## config.mk

```make
export PLATFORM = sky130hd
export DESIGN_NAME = rosc_meas_sequencer
export DESIGN_NICKNAME = d
export VERILOG_FILES = /design/src/rtl/rosc_meas_pkg.sv /design/src/rtl/rosc_count_sampler.sv /design/src/rtl/rosc_meas_sequencer.sv
export SDC_FILE = /design/constraint.sdc
export NUM_CORES = 1
export LEC_CHECK = 0
export CORE_UTILIZATION = 52
export CTS_BUF_LIST = sky130_fd_sc_hd__clkbuf_16
export DETAILED_ROUTE_END_ITERATION = 7
export DONT_BUFFER_PORTS = 1
export PLACE_DENSITY = 0.66
export SYNTH_ARGS = -nofsm -noshare
export SYNTH_HDL_FRONTEND = slang
export SYNTH_SLANG_ARGS = --single-unit
```

## constraint.sdc

```tcl
create_clock -name clk -period 3.41 [get_ports clk]
set_input_delay 0.8525 -clock clk [delete_from_list [all_inputs] [get_ports clk]]
set_output_delay 0.8525 -clock clk [all_outputs]
set_load 0.1 [all_outputs]
```

## src/rtl/rosc_meas_pkg.sv

```systemverilog
// rtl/rosc_meas_pkg.sv - shared state type and mask helpers for the rosc measurement sequencer
package rosc_meas_pkg;

  typedef enum logic [3:0] {
    S_IDLE, S_CLEAR, S_START, S_RUN, S_STOP, S_SETTLE, S_SAMPLE, S_SEND, S_NEXT
  } state_t;

  localparam int MASK_MAX = 32;

  function automatic int cnt_bytes(input int cnt_w);
    return cnt_w / 8;
  endfunction

  // -1 when the mask is empty
  function automatic int lowest_set(input logic [MASK_MAX-1:0] mask);
    int idx;
    idx = -1;
    for (int i = MASK_MAX - 1; i >= 0; i--)
      if (mask[i]) idx = i;
    return idx;
  endfunction

  function automatic int next_set_above(input logic [MASK_MAX-1:0] mask, input int from);
    int idx;
    idx = -1;
    for (int i = MASK_MAX - 1; i >= 0; i--)
      if (mask[i] && i > from) idx = i;
    return idx;
  endfunction

endpackage

```

## src/rtl/rosc_count_sampler.sv

```systemverilog
// rtl/rosc_count_sampler.sv - samples a timer count until two consecutive reads agree
module rosc_count_sampler #(
  parameter int CNT_W       = 32,
  parameter int MAX_SAMPLES = 8
) (
  input  logic             clk,
  input  logic             rst_n,
  input  logic             sample_en,
  input  logic [CNT_W-1:0] count,
  output logic             stable,
  output logic             give_up,
  output logic             err,
  output logic [CNT_W-1:0] value
);

  localparam int N_W = $clog2(MAX_SAMPLES + 1);

  logic [N_W-1:0]   n_taken;
  logic [CNT_W-1:0] prev;

  assign stable  = sample_en && (n_taken != '0) && (count == prev);
  assign give_up = sample_en && !stable && (n_taken == N_W'(MAX_SAMPLES - 1));

  always_ff @(posedge clk or negedge rst_n) begin
    if (!rst_n) begin
      n_taken <= '0;
      prev    <= '0;
      err     <= 1'b0;
      value   <= '0;
    end else if (sample_en) begin
      prev    <= count;
      n_taken <= n_taken + 1'b1;
      if (stable || give_up) begin
        value <= count;
        err   <= give_up;
      end
    end else begin
      n_taken <= '0;
    end
  end

endmodule

```

## src/rtl/rosc_meas_sequencer.sv

```systemverilog
// rtl/rosc_meas_sequencer.sv - sweeps rosc timers: clear, timed window, stop, stable capture, byte stream
module rosc_meas_sequencer
  import rosc_meas_pkg::*;
#(
  parameter int NUM_CH        = 4,
  parameter int CNT_W         = 32,
  parameter int WIN_W         = 16,
  parameter int CLEAR_CYCLES  = 2,
  parameter int SETTLE_CYCLES = 3,
  parameter int MAX_SAMPLES   = 8
) (
  input  logic                      clk,
  input  logic                      rst_n,
  input  logic                      go,
  input  logic                      abort,
  input  logic                      continuous,
  input  logic [WIN_W-1:0]          cfg_window,
  input  logic [NUM_CH-1:0]         cfg_ch_mask,
  input  logic [NUM_CH*CNT_W-1:0]   t_count,
  output logic [NUM_CH-1:0]         t_clear,
  output logic [NUM_CH-1:0]         t_start,
  output logic [NUM_CH-1:0]         t_stop,
  output logic                      out_valid,
  input  logic                      out_ready,
  output logic [7:0]                out_data,
  output logic [$clog2(NUM_CH)-1:0] out_ch,
  output logic                      out_last,
  output logic                      out_err,
  output logic                      busy,
  output logic                      done
);

  localparam int CH_W    = $clog2(NUM_CH);
  localparam int N_BYTES = cnt_bytes(CNT_W);
  localparam int B_W     = (N_BYTES > 1) ? $clog2(N_BYTES) : 1;

  state_t            state, state_d;
  logic [NUM_CH-1:0] mask_q, mask_d;
  logic [WIN_W-1:0]  win_q, win_d, cnt_q, cnt_d;
  logic [CH_W-1:0]   ch_q, ch_d;
  logic [B_W-1:0]    byte_q, byte_d;
  logic              sweep_end;
  int                nxt;
  logic              smp_stable, smp_give_up, smp_err;
  logic [CNT_W-1:0]  smp_value;
  logic [NUM_CH-1:0] ch_onehot;

  rosc_count_sampler #(
    .CNT_W       (CNT_W),
    .MAX_SAMPLES (MAX_SAMPLES)
  ) u_sampler (
    .clk       (clk),
    .rst_n     (rst_n),
    .sample_en (state == S_SAMPLE),
    .count     (t_count[ch_q*CNT_W +: CNT_W]),
    .stable    (smp_stable),
    .give_up   (smp_give_up),
    .err       (smp_err),
    .value     (smp_value)
  );

  always_ff @(posedge clk or negedge rst_n) begin
    if (!rst_n) begin
      state  <= S_IDLE;
      mask_q <= '0;
      win_q  <= '0;
      cnt_q  <= '0;
      ch_q   <= '0;
      byte_q <= '0;
    end else begin
      state  <= state_d;
      mask_q <= mask_d;
      win_q  <= win_d;
      cnt_q  <= cnt_d;
      ch_q   <= ch_d;
      byte_q <= byte_d;
    end
  end

  always_comb begin
    state_d   = state;
    mask_d    = mask_q;
    win_d     = win_q;
    cnt_d     = cnt_q;
    ch_d      = ch_q;
    byte_d    = byte_q;
    sweep_end = 1'b0;
    nxt       = -1;
    case (state)
      S_IDLE: if (go && cfg_ch_mask != '0) begin
        mask_d  = cfg_ch_mask;
        win_d   = (cfg_window == '0) ? WIN_W'(1) : cfg_window;
        ch_d    = CH_W'(lowest_set(MASK_MAX'(cfg_ch_mask)));
        cnt_d   = '0;
        state_d = S_CLEAR;
      end
      S_CLEAR: if (cnt_q == WIN_W'(CLEAR_CYCLES - 1)) begin
        cnt_d   = '0;
        state_d = S_START;
      end else cnt_d = cnt_q + 1'b1;
      S_START: begin
        cnt_d   = '0;
        state_d = S_RUN;
      end
      // win_q is at least 1, so win_q-1 never underflows
      S_RUN: if (cnt_q == win_q - 1'b1) begin
        cnt_d   = '0;
        state_d = S_STOP;
      end else cnt_d = cnt_q + 1'b1;
      S_STOP: begin
        cnt_d   = '0;
        state_d = S_SETTLE;
      end
      S_SETTLE: if (cnt_q == WIN_W'(SETTLE_CYCLES - 1)) begin
        cnt_d   = '0;
        state_d = S_SAMPLE;
      end else cnt_d = cnt_q + 1'b1;
      S_SAMPLE: if (smp_stable || smp_give_up) begin
        byte_d  = '0;
        state_d = S_SEND;
      end
      S_SEND: if (out_ready) begin
        if (byte_q == B_W'(N_BYTES - 1)) state_d = S_NEXT;
        else byte_d = byte_q + 1'b1;
      end
      S_NEXT: begin
        nxt   = next_set_above(MASK_MAX'(mask_q), int'(ch_q));
        cnt_d = '0;
        if (nxt >= 0) begin
          ch_d    = CH_W'(nxt);
          state_d = S_CLEAR;
        end else if (continuous) begin
          ch_d    = CH_W'(lowest_set(MASK_MAX'(mask_q)));
          state_d = S_CLEAR;
        end else begin
          sweep_end = 1'b1;
          state_d   = S_IDLE;
        end
      end
      default: state_d = S_IDLE;
    endcase
    if (abort) state_d = S_IDLE;
  end

  assign ch_onehot = NUM_CH'(1) << ch_q;
  assign t_clear   = (state == S_CLEAR) ? ch_onehot : '0;
  assign t_start   = (state == S_START) ? ch_onehot : '0;
  assign t_stop    = (state == S_STOP)  ? ch_onehot : '0;
  assign busy      = (state != S_IDLE);
  assign done      = sweep_end && !abort;
  assign out_valid = (state == S_SEND);
  assign out_data  = out_valid ? smp_value[{byte_q, 3'b000} +: 8] : 8'h00;
  assign out_ch    = out_valid ? ch_q : '0;
  assign out_last  = out_valid && (byte_q == B_W'(N_BYTES - 1));
  assign out_err   = out_valid && smp_err;

endmodule

```

* Word level (Yosys, flattened, before mapping) *
Index checks and enable logic that the tools add are counted.

word-level totals
  bits in registers = 113

operators by class
  $lt $le $gt $ge = 4
  muxes and demuxes = 44
  reduce and logical (&&, ||, !) cells = 29
  add/subtract/negate cells = 4
  shifts and indexed selects = 3
  eq/ne operators = 26

operators by type and width
  cell                                                                     count
  32-bit 2-to-1 mux                                                        4
  128-bit by 8-bit variable part select with 32-bit output                 1
  16-bit 2-to-1 mux                                                        5
  16-bit one-hot mux with 5 select lines                                   1
  4-bit 2-to-1 mux                                                         12
  4-bit one-hot mux with 9 select lines                                    1
  32-bit equality test                                                     1
  32-bit by 1-bit >= comparator with 1-bit output (second input constant)  1
  32-bit by 6-bit variable part select with 8-bit output                   1
  2-bit 2-to-1 mux                                                         13
  4-bit by 3-bit equality test with 1-bit output (second input constant)   5
  3-bit inequality test (second input constant)                            6
  16-bit by 1-bit adder with 16-bit output (second input constant)         1
  16-bit by 1-bit equality test with 1-bit output (second input constant)  1
  16-bit equality test                                                     1
  16-bit by 2-bit equality test with 1-bit output (second input constant)  1
  16-bit zero test                                                         1
  16-bit by 1-bit subtractor with 16-bit output (second input constant)    1
  4-bit nonzero test                                                       3
  1-bit logical AND                                                        11
  4-bit by 2-bit equality test with 1-bit output (second input constant)   2
  8-bit 2-to-1 mux                                                         1
  2-bit one-hot mux with 2 select lines                                    2
  7-bit AND reduction                                                      1
  21 further kinds                                                         33

* Depth between registers and ports, before layout *
Gate-level depths: netlist of run 1.

  depth in word-level cells = 10
  depth in mapped cells = 13
  mapped depth without buffers = 9

* Modules after synthesis *
Synthesis of run 1 repeated with hierarchy kept, for this count alone.

second synthesis, totals
  cell total of the unflattened synthesis = 643
  area total of the unflattened synthesis = 7295.7 um2

by module, submodules not included
  module               seq. area each (um2)  times used  cells an instance  area each (um2)
  rosc_meas_sequencer  1101.1                1           426                4076.4
  rosc_count_sampler   1726.7                1           217                3219.3

* Worst setup path before layout of run 1 *
OpenSTA, ideal clock, no wires.

  kind = flip-flop to output port
  from = reg ch_q[1]
  to = out done
  path slack = -0.589 ns
  required time = 2.558 ns
  path buffers = 2
  cell stages (with the launch flop) = 7
  arrival time = 3.146 ns
  path through = dfrtp_1 -> buf_2 -> buf_1 -> nor2_1 -> nor2_1 -> o21ai_0 -> nor3_1

between the ends
  word-level cells in the longest chain between the ends = 10
  elaborated cells between the ends (all ways) = 14
  classes of those cells = order compare (4); mux (6); reduce/logical (4)

ends and longest elaborated chain
  item                                               RTL line                    source
  start, declared                                    rosc_meas_sequencer.sv:40   logic [CH_W-1:0] ch_q, ch_d;
  start signal, assigned                             rosc_meas_sequencer.sv:75   ch_q <= ch_d;
  2-bit > comparator                                 rosc_meas_pkg.sv:27         if (mask[i] && i > from) idx = i;
  1-bit logical AND                                  rosc_meas_pkg.sv:27
  32-bit 2-to-1 mux (2 in series)                    rosc_meas_pkg.sv:27
  32-bit 2-to-1 mux *                                rosc_meas_pkg.sv:27
  32-bit 2-to-1 mux *                                rosc_meas_sequencer.sv:89   case (state)
  32-bit by 1-bit >= comparator with 1-bit output *  rosc_meas_sequencer.sv:129  if (nxt >= 0) begin
  1-bit 2-to-1 mux *                                 rosc_meas_sequencer.sv:129
  1-bit 2-to-1 mux *                                 rosc_meas_sequencer.sv:89
  1-bit logical AND *                                rosc_meas_sequencer.sv:150  assign done = sweep_end && !abort;
  end, declared                                      rosc_meas_sequencer.sv:30   output logic done

Mark *: on every way between the ends. The rest lies on a longest branch, timed or not. The select of a mux whose other input is x is not followed.

* Worst setup path in the final report of run 1 *
Same ends and word-level chain as after synthesis.

==> results of run 1 <==
## sequential cells by signal, indices dropped and copies added, names as in the netlist
| register | flops |
|---|---|
| byte_q | 2 |
| ch_q | 2 |
| cnt_q | 16 |
| mask_q | 4 |
| state | 4 |
| u_sampler.err | 1 |
| u_sampler.n_taken | 4 |
| u_sampler.prev | 32 |
| u_sampler.value | 32 |
| win_q | 16 |
## worst register-to-register path: stages (launching register included)
cell	delay (ns)
dfrtp_2	0.38
buf_12	0.22
mux4_2	0.62
xnor2_1	0.26
nand4_1	0.17
nor3_1	0.27
buf_4	0.16
nand4_1	0.18
o21ai_4	0.14
buf_12	0.22
mux2_2	0.40
## what timing repair did
action,CTS,global route
setup endpoints to repair,1,0
endpoints found under the hold margin,0,0
resized for setup,1,0
## metal layers
metal | share of wire, % | wire length (µm)
met2 | 48 | 8070
met4 | 2.0 | 335
met5 | 0 | 0
met1 | 45 | 7540
met3 | 4.8 | 812
## layout by cell type (no fill, tap or decap), types with 14 or more instances in the layout
cell,n
dfrtp_1,111
mux2_2,77
xnor2_1,45
mux4_2,37
nand2_1,36
inv_1,33
nor2_1,31
nand3_1,23
o21ai_0,22
buf_4,22
clkbuf_16,20
a21oi_1,17
nor4_1,14
## per-stage QoR
step,setup TNS (ns),hold WS [ns]
2_1_floorplan,-1.38,0.455
3_3_place_gp,0,0.470
3_5_place_dp,0,0.479
4_1_cts,0,0.119
5_1_grt,0,0.112
6_report,0,0.133
## logic make-up (layout without fill, tap and decap cells)
family	count (synthesis)	in the layout	share of synthesized area (%)
AND/OR/NAND/NOR	189	189	13.9
multiplexers	123	123	25.3
adder cells (fa/ha/maj)	7	7	1.24
flip-flops	113	113	39.9
XOR/XNOR	56	56	6.92
AO/OA/AOI/OAI	86	86	8.30
buffers and inverters	68	104	4.45
## where the power goes
part / total [W] / internal [W] / switching [W]
combinational: 0.00289 / 0.00137 / 0.00152
sequential: 0.00219 / 0.00171 / 0.000480
clock: 0.00163 / 0.000988 / 0.000638
## cell type report
cell class | count | area, µm² | share of cell area [%]
clock buffer | 17 | 425 | 5.16
clock inverter | 15 | 120 | 1.46
inverter | 34 | 128 | 1.55
multi-input combinational | 461 | 4010 | 48.7
sequential | 113 | 2830 | 34.4
tap | 176 | 220 | 2.67
timing repair buffer | 38 | 500 | 6.08
## path summary, 6_finish.rpt
| kind | end | cells past startpoint |
|---|---|---|
| setup / recovery | done | 6 |
| min in group clk | u_sampler.n_taken[0] | 1 |
| hold reg to reg | u_sampler.n_taken[0] | 1 |
| hold / removal | u_sampler.value[11] | 0 |
| max in group asynchronous | ch_q[0] | 0 |
| setup reg to reg | u_sampler.value[29] | 10 |
==> metrics, run 1 <==
DRT antenna net count 0; post-DP HPWL 12.4 mm; VDD IR max 450 µV; crit path time final 3.21 ns; syn_area_per_cell 11.0 µm²; PnR worst setup slack 0.196 ns; Syn Inst Count 642; fill cell count 1084; most common cell in the netlist dfrtp_1; Syn Nets 803; clock latency on the worst-skew pair 0.41 ns; number of synthesized flops with an enable pin 0; via/cell ratio 6.15; Hold Crit Class input pin to asynchronous set/reset pin; initial antenna violation count 0; Worst path max stage delay 0.68 ns; list of most frequent post-synthesis cells dfrtp_1 (113), mux2_2 (77), xnor2_1 (45); first-pass iteration count of the detailed router 5; vias in the first global route 5422; number of DRC markers in iteration 0 389; RSZ-0062 raised after global routing no; I/O pins 181; crit path max fanout 31; outcome complete, no violations; Final Cycle Share 94.3%; synth unique cells 66; placed cells 822; number of buffers added on ports 0; htree depth 4; CTS tree built; largest net degree at the start of global routing 114; n_diodes 0; Crit path top cell by count buf_4; leakage dissipation 3.24 nW; buffer and inverter count on the worst path 3; Crit-path slowest cell dfrtp_4; drc violations 0; M1 GR Usage 34.2%; fin area 8240 µm²; Total Nets Final 826; final core utilization 62.2%; TritonCTS buffer count 17; final hold violation count 0; Worst Path Arrival 2.36 ns; post-CTS setup buffer count 0; post-synthesis register bit count 113; Final Power 0.00671 W; synthesized cell area 7090 µm²; fin cells 854; Worst Tran Pin Value 1.11 ns; Longest Clk Path Bufs 2; TritonCTS Sinks 113; Crit Path Category register to output port; met2 Resource Use GR 41.0%; GRT Residual Overflow 0; Total Wirelength 16.8 mm; DIE HEIGHT 119 µm; share of the synthesized area in the top cell type 39.9%; clock-pin transition on the worst setup and hold timing paths 0.05 ns; Fmax 0.311 GHz; via count 5253; Pwr Density 814 nW/µm²; GRT Resource Usage Total 25.6%; root buffer cell clkbuf_16; most common flop cell mapped by yosys dfrtp_1; Synth async-reset ratio 100%; drt wl/cell 19.6 µm; core area 13200 µm²; crit path from ch_q[1]; synth warn 0; Yosys top cell by area dfrtp_1; row cnt 42; setup violators final 0; DIE AREA 14100 µm²; clock skew 0.00909 ns; max cap viols 0; Initial Utilization 53.5%; Worst R2R Setup Slack 0.29 ns; Most Crowded Layer GR met2; Horiz. Die Dim 119 µm; relative slew slack 26.1%; Worst Path Required 2.56 ns; Crit. End Element output port; part of the Yosys area used for sequential elements 39.9%; kind of cell adding the most delay to the critical path buffers and inverters; CTS Hold Buffers Added 0; layout cells sized above 1 31.3%; synth top area cells dfrtp_1 (40%), mux2_2 (12%), mux4_2 (12%); reg-to-reg startpoint ch_q[0]; area grow syn2layout 16.2%; first-pass GRT wire length 27.8 mm; final RePlAce weighted congestion 0.814; Placed Area 7690 µm²; crit-path cells buf_4 > inv_2 > a21oi_1 > o21ai_0 > nor3_4 > buf_4; dpl ws 0.196 ns; M3 GR Usage 5.12%; Final Max Slew Viols 0; CP startpoint kind register
No activity file was read; power rests on OpenSTA's default activity.
==> run 2, diff against run 1 <==
Settings changed: CORE_MARGIN set to 8, MAX_ROUTING_LAYER set to met4.
==> run 2 against run 1 <==
  * Register-to-register slack improved by 0.05 ns
  * Sequential cell count did not move
  * Combinational power barely moved
  * Cell count fell by 0.12%
  * Highest routed layer unchanged
  * Critical path type unchanged
==> metrics, run 2 (synthesized netlist as in run 1, its figures left out) <==
Total Wirelength 17.9 mm (+6.7%); relative slew slack 25.5% (-0.56 points); DIE AREA 17600 µm² (+25%); htree depth 4 (unchanged); Final Cycle Share 91.9% (-2.4 points); GRT Residual Overflow 0 (unchanged); row cnt 42 (unchanged); initial antenna violation count 0 (unchanged); crit path time final 3.13 ns (-0.0817 ns); largest net degree at the start of global routing 114 (unchanged); Worst path max stage delay 0.60 ns (-0.08 ns); DIE HEIGHT 133 µm (+12%); buffer and inverter count on the worst path 3 (unchanged); Longest Clk Path Bufs 2 (unchanged); clock skew 0.00869 ns (-0.000398 ns); area grow syn2layout 16.0%; crit-path cells buf_4 > inv_2 > a21oi_1 > o21ai_0 > nor3_4 > buf_4; Final Power 0.00666 W (-0.70%); via/cell ratio 6.17 (+0.23%); Worst Tran Pin Value 1.12 ns (+0.00846 ns); Worst Path Required 2.56 ns (about the same); first-pass GRT wire length 29.2 mm (+4.8%); TritonCTS buffer count 17 (unchanged); Crit path top cell by count buf_4; Hold Crit Class input pin to asynchronous set/reset pin; final RePlAce weighted congestion 0.850 (+4.5%); layout cells sized above 1 30.9% (-0.40 points); Pwr Density 810 nW/µm² (-0.52%); drc violations 0 (unchanged); clock-pin transition on the worst setup and hold timing paths 0.05 ns (about the same); CTS Hold Buffers Added 0 (unchanged); CTS tree built; first-pass iteration count of the detailed router 4 (-1); Initial Utilization 53.3% (-0.21 points); root buffer cell clkbuf_16; crit path max fanout 18 (-42%); final hold violation count 0 (unchanged); Final Max Slew Viols 0 (unchanged); setup violators final 0 (unchanged); vias in the first global route 5421 (-0.018%); kind of cell adding the most delay to the critical path buffers and inverters; Horiz. Die Dim 133 µm (+12%); I/O pins 181 (unchanged); drt wl/cell 21.0 µm (+6.9%); core area 13300 µm² (+0.40%); max cap viols 0 (unchanged); Total Nets Final 825 (-0.12%); Crit Path Category register to output port; via count 5259 (+0.11%); number of buffers added on ports 0 (unchanged); Fmax 0.319 GHz (+2.6%); Crit-path slowest cell dfrtp_4; top flop regs u_sampler.prev x32, u_sampler.value x32; number of DRC markers in iteration 0 386 (-0.77%); final core utilization 61.8% (-0.36 points); most frequent cells in the layout dfrtp_1 (111), mux2_2 (77), xnor2_1 (45); DRT antenna net count 0 (unchanged); fill cell count 1072 (-1.1%); TritonCTS Sinks 113 (unchanged); leakage dissipation 3.26 nW (+0.70%); Worst Path Arrival 2.28 ns (-0.08 ns); outcome complete, no violations; CP startpoint kind register; VDD IR max 500 µV (+11%); clock latency on the worst-skew pair 0.41 ns (about the same); RSZ-0062 raised after global routing no; GRT Resource Usage Total 21.3% (-4.3 points); Crit. End Element output port; most common cell after layout, fill and taps aside dfrtp_1; n_diodes 0 (unchanged); post-DP HPWL 13.6 mm (+10%)
run 2: report_power, final:
part	leakage, nW	total [W]	switching (W)	internal [W]
Sequential	1.41	0.00217	0.000457	0.00171
Combinational	1.59	0.00291	0.00153	0.00138
Clock	0.267	0.00158	0.000600	0.000977
Total	3.26	0.00666	0.00259	0.00407
run 2: through the flow:
stage / setup WS (ns) / setup TNS (ns) / cell area, µm² / std cells / hold WS (ns)
6_report: 0.278 / 0 / 8220 / 853 / 0.137
5_1_grt: 0.109 / 0 / 8220 / 853 / 0.107
4_1_cts: 0.143 / 0 / 8210 / 852 / 0.116
3_5_place_dp: 0.235 / 0 / 7670 / 820 / 0.490
3_3_place_gp: 0.325 / 0 / 7670 / 820 / 0.471
2_1_floorplan: -0.459 / -1.38 / 7090 / 642 / 0.455
run 2: area by class of cell:
cell class	count	area (µm²)	share of cell area [%]
multi-input combinational	461	4010	48.8
clock buffer	17	425	5.17
tap	176	220	2.68
timing repair buffer	37	500	6.09
sequential	113	2830	34.5
clock inverter	15	105	1.28
inverter	34	128	1.55
run 2: layer usage:
metal	share of wire (%)	global-route usage, %
met1	44	26.8
met2	49	33.3
met3	5.9	6.02
met4	1.2	5.68
met5	0	-
run 2: worst paths after layout:
check                                startpoint                    to  slack [ns]  cells past startpoint
setup / recovery                        ch_q[1]                  done        0.28                      6
hold / removal                            rst_n    u_sampler.prev[11]        0.14                      0
setup reg to reg                       win_q[8]              state[1]        0.34                      8
hold reg to reg            u_sampler.n_taken[0]  u_sampler.n_taken[0]        0.50                      1
max in group asynchronous                 rst_n               ch_q[0]        3.11                      0
min in group clk           u_sampler.n_taken[0]  u_sampler.n_taken[0]        0.50                      1
run 2: worst register-to-register path, stage by stage, from the launching register on:
cell and delay, ns:
dfrtp_1 0.48, or4_4 0.59, nor4_1 0.32, o21ai_0 0.15, a32oi_1 0.28, a211oi_2 0.10, a31oi_4 0.66, nor3_1 0.14
o32ai_1 0.25
run 2: what timing repair did:
item / CTS / global route
endpoints found under the hold margin: 0 / 0
buffers inserted: 0 / 1
resized for setup: 1 / 0
endpoints found under the setup margin: 1 / 1
